### src/rtl/rf_pkg.sv
`default_nettype none
// ============================================================================
// Package    : rf_pkg
// Description: Register-file wide constants and the writeback request type
//              shared by the RF, the hazard unit and the writeback arbiter.
// Revision   : 1.0 - initial release
// ============================================================================
package rf_pkg;

  localparam int REG_ADDR_W = 5;
  localparam int REG_DATA_W = 32;
  localparam int NUM_REGS   = 2 ** REG_ADDR_W;
  localparam logic [REG_ADDR_W-1:0] REG_ZERO = 5'd0;

  // One register writeback: destination and value.
  typedef struct packed {
    logic [REG_ADDR_W-1:0] addr;
    logic [REG_DATA_W-1:0] data;
  } wb_req_t;

endpackage : rf_pkg
`default_nettype wire

### src/rtl/wb_fifo.sv
`default_nettype none
// ============================================================================
// Module     : wb_fifo
// Description: Synchronous FIFO of writeback requests. Pointers carry one
//              extra MSB so full/empty fall out of a plain subtraction.
//              The head is only visible once the write has been registered,
//              so an entry can never be pushed and popped in one cycle.
// Revision   : 1.0 - initial release
// ============================================================================
module wb_fifo
  import rf_pkg::*;
#(
  parameter int DEPTH = 2
) (
  input  logic                   clk,
  input  logic                   rst,
  input  logic                   push,
  input  wb_req_t                push_data,
  input  logic                   pop,
  output wb_req_t                pop_data,
  output logic                   full,
  output logic                   empty,
  output logic [$clog2(DEPTH):0] count
);

  localparam int PTR_W = $clog2(DEPTH);
  localparam logic [PTR_W:0] c_DEPTH = (PTR_W + 1)'(DEPTH);

  wb_req_t          r_mem [DEPTH];
  logic [PTR_W:0]   r_wptr;
  logic [PTR_W:0]   r_rptr;
  logic             w_do_push;
  logic             w_do_pop;

  assign count     = r_wptr - r_rptr;
  assign full      = (count == c_DEPTH);
  assign empty     = (count == '0);
  assign w_do_push = push && !full;
  assign w_do_pop  = pop && !empty;
  assign pop_data  = r_mem[r_rptr[PTR_W-1:0]];

  // Pointer update; reset flushes the queue by realigning both pointers.
  always_ff @(posedge clk) begin
    if (rst) begin
      r_wptr <= '0;
      r_rptr <= '0;
    end else begin
      if (w_do_push) r_wptr <= r_wptr + 1'b1;
      if (w_do_pop)  r_rptr <= r_rptr + 1'b1;
    end
  end

  // Storage write; contents are don't-care until the pointers cover them.
  always_ff @(posedge clk) begin
    if (w_do_push) r_mem[r_wptr[PTR_W-1:0]] <= push_data;
  end

endmodule : wb_fifo
`default_nettype wire

### src/rtl/rf_writeback_arbiter.sv
`default_nettype none
// ============================================================================
// Module     : rf_writeback_arbiter
// Description: Merges ALU and MDU writebacks onto the single RF write port.
//              ALU has strict priority; MDU results wait in a small FIFO and
//              drain on ALU-idle cycles. A pending-register scoreboard tracks
//              issued MDU destinations for the hazard unit.
// Revision   : 1.0 - initial release
// ============================================================================
module rf_writeback_arbiter
  import rf_pkg::*;
#(
  parameter int DATA_W     = 32,
  parameter int ADDR_W     = 5,
  parameter int FIFO_DEPTH = 2
) (
  input  logic                        clk,
  input  logic                        rst,
  input  logic                        alu_we,
  input  logic [ADDR_W-1:0]           alu_waddr,
  input  logic [DATA_W-1:0]           alu_wdata,
  input  logic                        mdu_valid,
  output logic                        mdu_ready,
  input  logic [ADDR_W-1:0]           mdu_waddr,
  input  logic [DATA_W-1:0]           mdu_wdata,
  input  logic                        mark_valid,
  input  logic [ADDR_W-1:0]           mark_addr,
  output logic [(2**ADDR_W)-1:0]      pending,
  output logic                        rf_we,
  output logic [ADDR_W-1:0]           rf_waddr,
  output logic [DATA_W-1:0]           rf_wdata,
  output logic [$clog2(FIFO_DEPTH):0] fifo_count,
  output logic                        err_waw
);

  localparam int c_NUM_REGS = 2 ** ADDR_W;

  logic                   w_alu_sel;
  logic                   w_mdu_accept;
  logic                   w_push;
  logic                   w_pop;
  logic                   w_full;
  logic                   w_empty;
  wb_req_t                w_push_req;
  wb_req_t                w_head;
  logic [c_NUM_REGS-1:0]  w_pending_nxt;

  logic                   r_rf_we;
  logic [ADDR_W-1:0]      r_rf_waddr;
  logic [DATA_W-1:0]      r_rf_wdata;
  logic [c_NUM_REGS-1:0]  r_pending;
  logic                   r_err_waw;

  // Writes to r0 are architecturally void: drop them at the source.
  assign w_alu_sel    = alu_we && (alu_waddr != REG_ZERO);
  assign mdu_ready    = !w_full && !rst;
  assign w_mdu_accept = mdu_valid && mdu_ready;
  assign w_push       = w_mdu_accept && (mdu_waddr != REG_ZERO);
  assign w_pop        = !w_alu_sel && !w_empty;

  assign w_push_req.addr = mdu_waddr;
  assign w_push_req.data = mdu_wdata;

  wb_fifo #(
    .DEPTH (FIFO_DEPTH)
  ) u_wb_fifo (
    .clk       (clk),
    .rst       (rst),
    .push      (w_push),
    .push_data (w_push_req),
    .pop       (w_pop),
    .pop_data  (w_head),
    .full      (w_full),
    .empty     (w_empty),
    .count     (fifo_count)
  );

  // Register the selected write: ALU first, otherwise the FIFO head.
  always_ff @(posedge clk) begin
    if (rst) begin
      r_rf_we    <= 1'b0;
      r_rf_waddr <= '0;
      r_rf_wdata <= '0;
    end else if (w_alu_sel) begin
      r_rf_we    <= 1'b1;
      r_rf_waddr <= alu_waddr;
      r_rf_wdata <= alu_wdata;
    end else if (w_pop) begin
      r_rf_we    <= 1'b1;
      r_rf_waddr <= w_head.addr;
      r_rf_wdata <= w_head.data;
    end else begin
      r_rf_we    <= 1'b0;
    end
  end

  // Next scoreboard: pop clears, a new issue to the same register wins.
  always_comb begin
    w_pending_nxt = r_pending;
    if (w_pop) w_pending_nxt[w_head.addr] = 1'b0;
    if (mark_valid && (mark_addr != REG_ZERO)) w_pending_nxt[mark_addr] = 1'b1;
    w_pending_nxt[0] = 1'b0;
  end

  // Scoreboard register.
  always_ff @(posedge clk) begin
    if (rst) r_pending <= '0;
    else     r_pending <= w_pending_nxt;
  end

  // Sticky WAW flag: ALU overwrote a register an MDU op still owns.
  always_ff @(posedge clk) begin
    if (rst)                                 r_err_waw <= 1'b0;
    else if (w_alu_sel && r_pending[alu_waddr]) r_err_waw <= 1'b1;
  end

  assign rf_we    = r_rf_we;
  assign rf_waddr = r_rf_waddr;
  assign rf_wdata = r_rf_wdata;
  assign pending  = r_pending;
  assign err_waw  = r_err_waw;

endmodule : rf_writeback_arbiter
`default_nettype wire
### config.mk
export PLATFORM = sky130hd
export DESIGN_NAME = rf_writeback_arbiter
export DESIGN_NICKNAME = d
export VERILOG_FILES = /design/src/rtl/rf_pkg.sv /design/src/rtl/wb_fifo.sv /design/src/rtl/rf_writeback_arbiter.sv
export SDC_FILE = /design/constraint.sdc
export NUM_CORES = 1
export LEC_CHECK = 0
export CAP_MARGIN = 20
export CELL_PAD_IN_SITES_DETAIL_PLACEMENT = 0
export CELL_PAD_IN_SITES_GLOBAL_PLACEMENT = 1
export CORE_UTILIZATION = 39
export CTS_CLUSTER_SIZE = 14
export DETAILED_ROUTE_END_ITERATION = 6
export PLACE_DENSITY_LB_ADDON = 0.12
export SYNTH_ARGS = -nofsm -noshare
export SYNTH_HDL_FRONTEND = slang
export SYNTH_HIERARCHICAL = 1
export SYNTH_SLANG_ARGS = --single-unit
### constraint.sdc
create_clock -name clk -period 7.1 [get_ports clk]
set_input_delay 1.42 -clock clk [delete_from_list [all_inputs] [get_ports clk]]
set_output_delay 1.42 -clock clk [all_outputs]
set_load 0.02 [all_outputs]
==> results_dict.tcl <==
set metrics [dict create \
    cts_buffers 17 \
    post-route-worst-setup-slack_ns 2.859 \
    fmax_mhz 235.8 \
    synthToLayoutAreaGrowth_pct 36.87 \
    stdcell_area_mm2 0.008690 \
    maxCapViolCount 0 \
    clockBufferDepth 2 \
    grt_pass1_wl_um 25430 \
    met2_usage 0.3165 \
    grt_overflow 0 \
    yosysWarnings 6 \
    setup_viol 0 \
    vias 4746 \
    drt_iter0_drc 277 \
    placed_area_mm2 0.008064 \
    status "complete, no violations" \
    hold_class "reg2reg" \
    crit_path_end_kind "primary output" \
    finClkSkew_ns 0.006489 \
    p_sw_frac 0.2867 \
    placedCellCount 860 \
    wl_per_cell_um 18.28 \
    slew_viol_final 0 \
    rsz0062_at_grt "false" \
    synth_seq_cells 149 \
    grtUsageMet1 0.2724 \
    use_met3 0.04913 \
    antenna_cells 0 \
    cp-start-kind "input pin" \
    drtAntennaViolNets 0 \
    grt_pass1_vias 4741 \
    port_buffers 156 \
    cts_tree "yes" \
    cts.sinks 149 \
    slowest_stage "buf_4" \
    place_congestion 0.8381 \
    grt_antenna_before_repair 0 \
    netlist_area_mm2 0.006349 \
    syn-num-nets 607 \
    finalNonFillerCells 893 \
    internal_power_w 0.001852 \
    synthCells 522 \
    die_w_um 129.6 \
    ys_seq_area_frac 0.5865 \
    p_leak_nw 3.085 \
    timing.final.crit_share 0.5974 \
    clk_pin_slew_ns 0.06 \
    dpl_worst_slack_ns 2.386 \
    hpwl_um 10890 \
    critPathBufInv 3 \
    track_usage 0.2011 \
    drt_wl_total_um 16330 \
    clock-root-buffer "clkbuf_16" \
    num_rows 46 \
    dieHeight_um 129.6 \
    start_util 0.3997 \
    combPwrFrac 0.249 \
    synth_edf_count 74 \
    final_util 0.5470 \
    power_frac_clock 0.350 \
    final_common_cell "clkdlybuf4s50_1" \
    tightestPinTransition_ns 1.049 \
    synthArstFlopShare 0 \
    synth_cell_types 47 \
    cts-resized-gates 0 \
    ioPinCount 158 \
    worst_ep_required_time_ns 5.68 \
    cp_cell_sequence "buf_2 -> buf_4 -> nor2_1 -> clkdlybuf4s50_1" \
    cts_hold_buf 0 \
    slowest_delay_ns 0.59 \
    final_cell_mix "155 x clkdlybuf4s50_1, 74 x dfxtp_1, 74 x edfxtp_1, 56 x nor2_1, 42 x mux2i_1" \
    power.switching_w 0.0007443 \
    finalSetupTns_ns 0 \
    hold_viol 0 \
    p_per_area_mw_per_mm2 298.8 \
    busiest_layer "met2" \
    clk_latency_ns 0.42 \
    drive_above_1_share 0.1285 \
    post-route-drc-count 0 \
    fin_crit_ns 4.241 \
    htree_num_levels 4 \
    finalNetCount 749 \
    fp.dieArea_mm2 0.01679 \
    power_frac_seq 0.401 \
    cp_max_fo 66 \
    synth_flop_cell "dfxtp_1" \
    post_cts_buffers 0 \
    core_mm2 0.01589 \
    critPathTopFamily "buffers and inverters" \
    slew_headroom 0.2990 \
    grt_max_degree 67 \
    syn_area_per_cell_um2 12.16 \
    path_class "in2out" \
    cp_data_arrival_time_ns 2.82 \
    dr.pass1.iters 5 \
    ir_drop_mv 0.1675 \
    vias_per_cell 5.315 \
]
[logic make-up (layout without fill, tap and decap cells)]
| family | count (synthesis) | after routing | synth area share |
|---|---|---|---|
| other cells | 1 | 1 | 0.0005907 |
| buf+inv | 44 | 199 | 0.03035 |
| simple gates | 139 | 139 | 0.1062 |
| xor+xnor | 2 | 2 | 0.002760 |
| compound gates | 99 | 99 | 0.1167 |
| flops | 149 | 149 | 0.5865 |
| fa+ha+maj | 1 | 1 | 0.001971 |
| mux | 87 | 87 | 0.1549 |
[flip-flops by register name, indices dropped and copies added, names as in the netlist, named ones only]
register          count
rf_we                 1
u_wb_fifo/r_wptr      2
u_wb_fifo/r_rptr      2
rf_waddr              5
err_waw               1
rf_wdata             32
u_wb_fifo/r_mem      74
pending              31
[cell type report]
| cell class | instances | area, um2 |
|---|---|---|
| Fill cell | 1368 | 7196 |
| Multi-Input combinational cell | 329 | 2456 |
| Clock inverter | 10 | 118.9 |
| Clock buffer | 22 | 486.7 |
| Tap cell | 216 | 270.3 |
| Sequential cell | 149 | 3725 |
| Inverter | 5 | 18.77 |
| Timing Repair Buffer | 162 | 1614 |
[through the flow]
step | power (W) | hold WS [ns]
floorplan | 0.001478 | 0.4830
global placement | 0.001699 | 0.4796
detailed placement | 0.001706 | 0.4821
CTS | 0.002621 | 0.4908
global route | 0.002713 | 0.5136
finish | 0.002596 | 0.4946
[worst paths after layout]
path | cells after the start | start | slack (ns) | endpoint
max reg2reg | 5 | register | 4.00 | pending[21]$_SDFF_PP0_
min reg2reg | 2 | pending[11]$_SDFF_PP0_ | 0.49 | pending[11]$_SDFF_PP0_
max | 4 | rst | 2.86 | mdu_ready
min | 2 | pending[11]$_SDFF_PP0_ | 0.49 | pending[11]$_SDFF_PP0_
[layer usage]
metal  wire length [um]  share of wire
met2               7589           0.46
met5                  0              0
met3               1153          0.071
met1               7337           0.45
met4                248          0.015
[power groups by stage]
stage	clock (W)	combinational [W]	sequential [W]
after floorplan	0	0.000407	0.00107
after global placement	0	0.000639	0.00106
after detailed placement	0	0.000644	0.00106
after CTS	0.000927	0.000648	0.00105
after global routing	0.000965	0.000693	0.00105
final	0.000909	0.000646	0.00104
[tightest hold or removal path, stage by stage (launching register included)]
cell	delay [ns]
dfxtp_1	0.32
o31ai_1	0.07
a21oi_1	0.06
[Yosys cell counts, types with 2 or more instances]
library cell	number	share of area
nand2b_1	6	0.0059
o41ai_1	4	0.0055
nand2_1	28	0.017
or4_1	3	0.0035
nor2_1	57	0.034
buf_2	13	0.010
a211oi_1	35	0.041
mux2_2	40	0.071
xnor2_1	2	0.0028
edfxtp_1	74	0.35
nor3b_1	4	0.0047
nand3_1	4	0.0032
a31oi_1	3	0.0030
and3b_1	2	0.0028
a22oi_1	2	0.0024
and2_1	2	0.0020
dfxtp_1	75	0.24
o31ai_1	12	0.014
buf_1	4	0.0024
a21oi_1	20	0.016
mux2i_1	42	0.066
nand4_1	15	0.015
nor2b_1	7	0.0069
inv_1	4	0.0024
a32o_1	16	0.025
nor3_1	4	0.0032
mux4_2	5	0.018
clkbuf_1	20	0.012
Note: power is estimated with default switching activity, not from simulation.
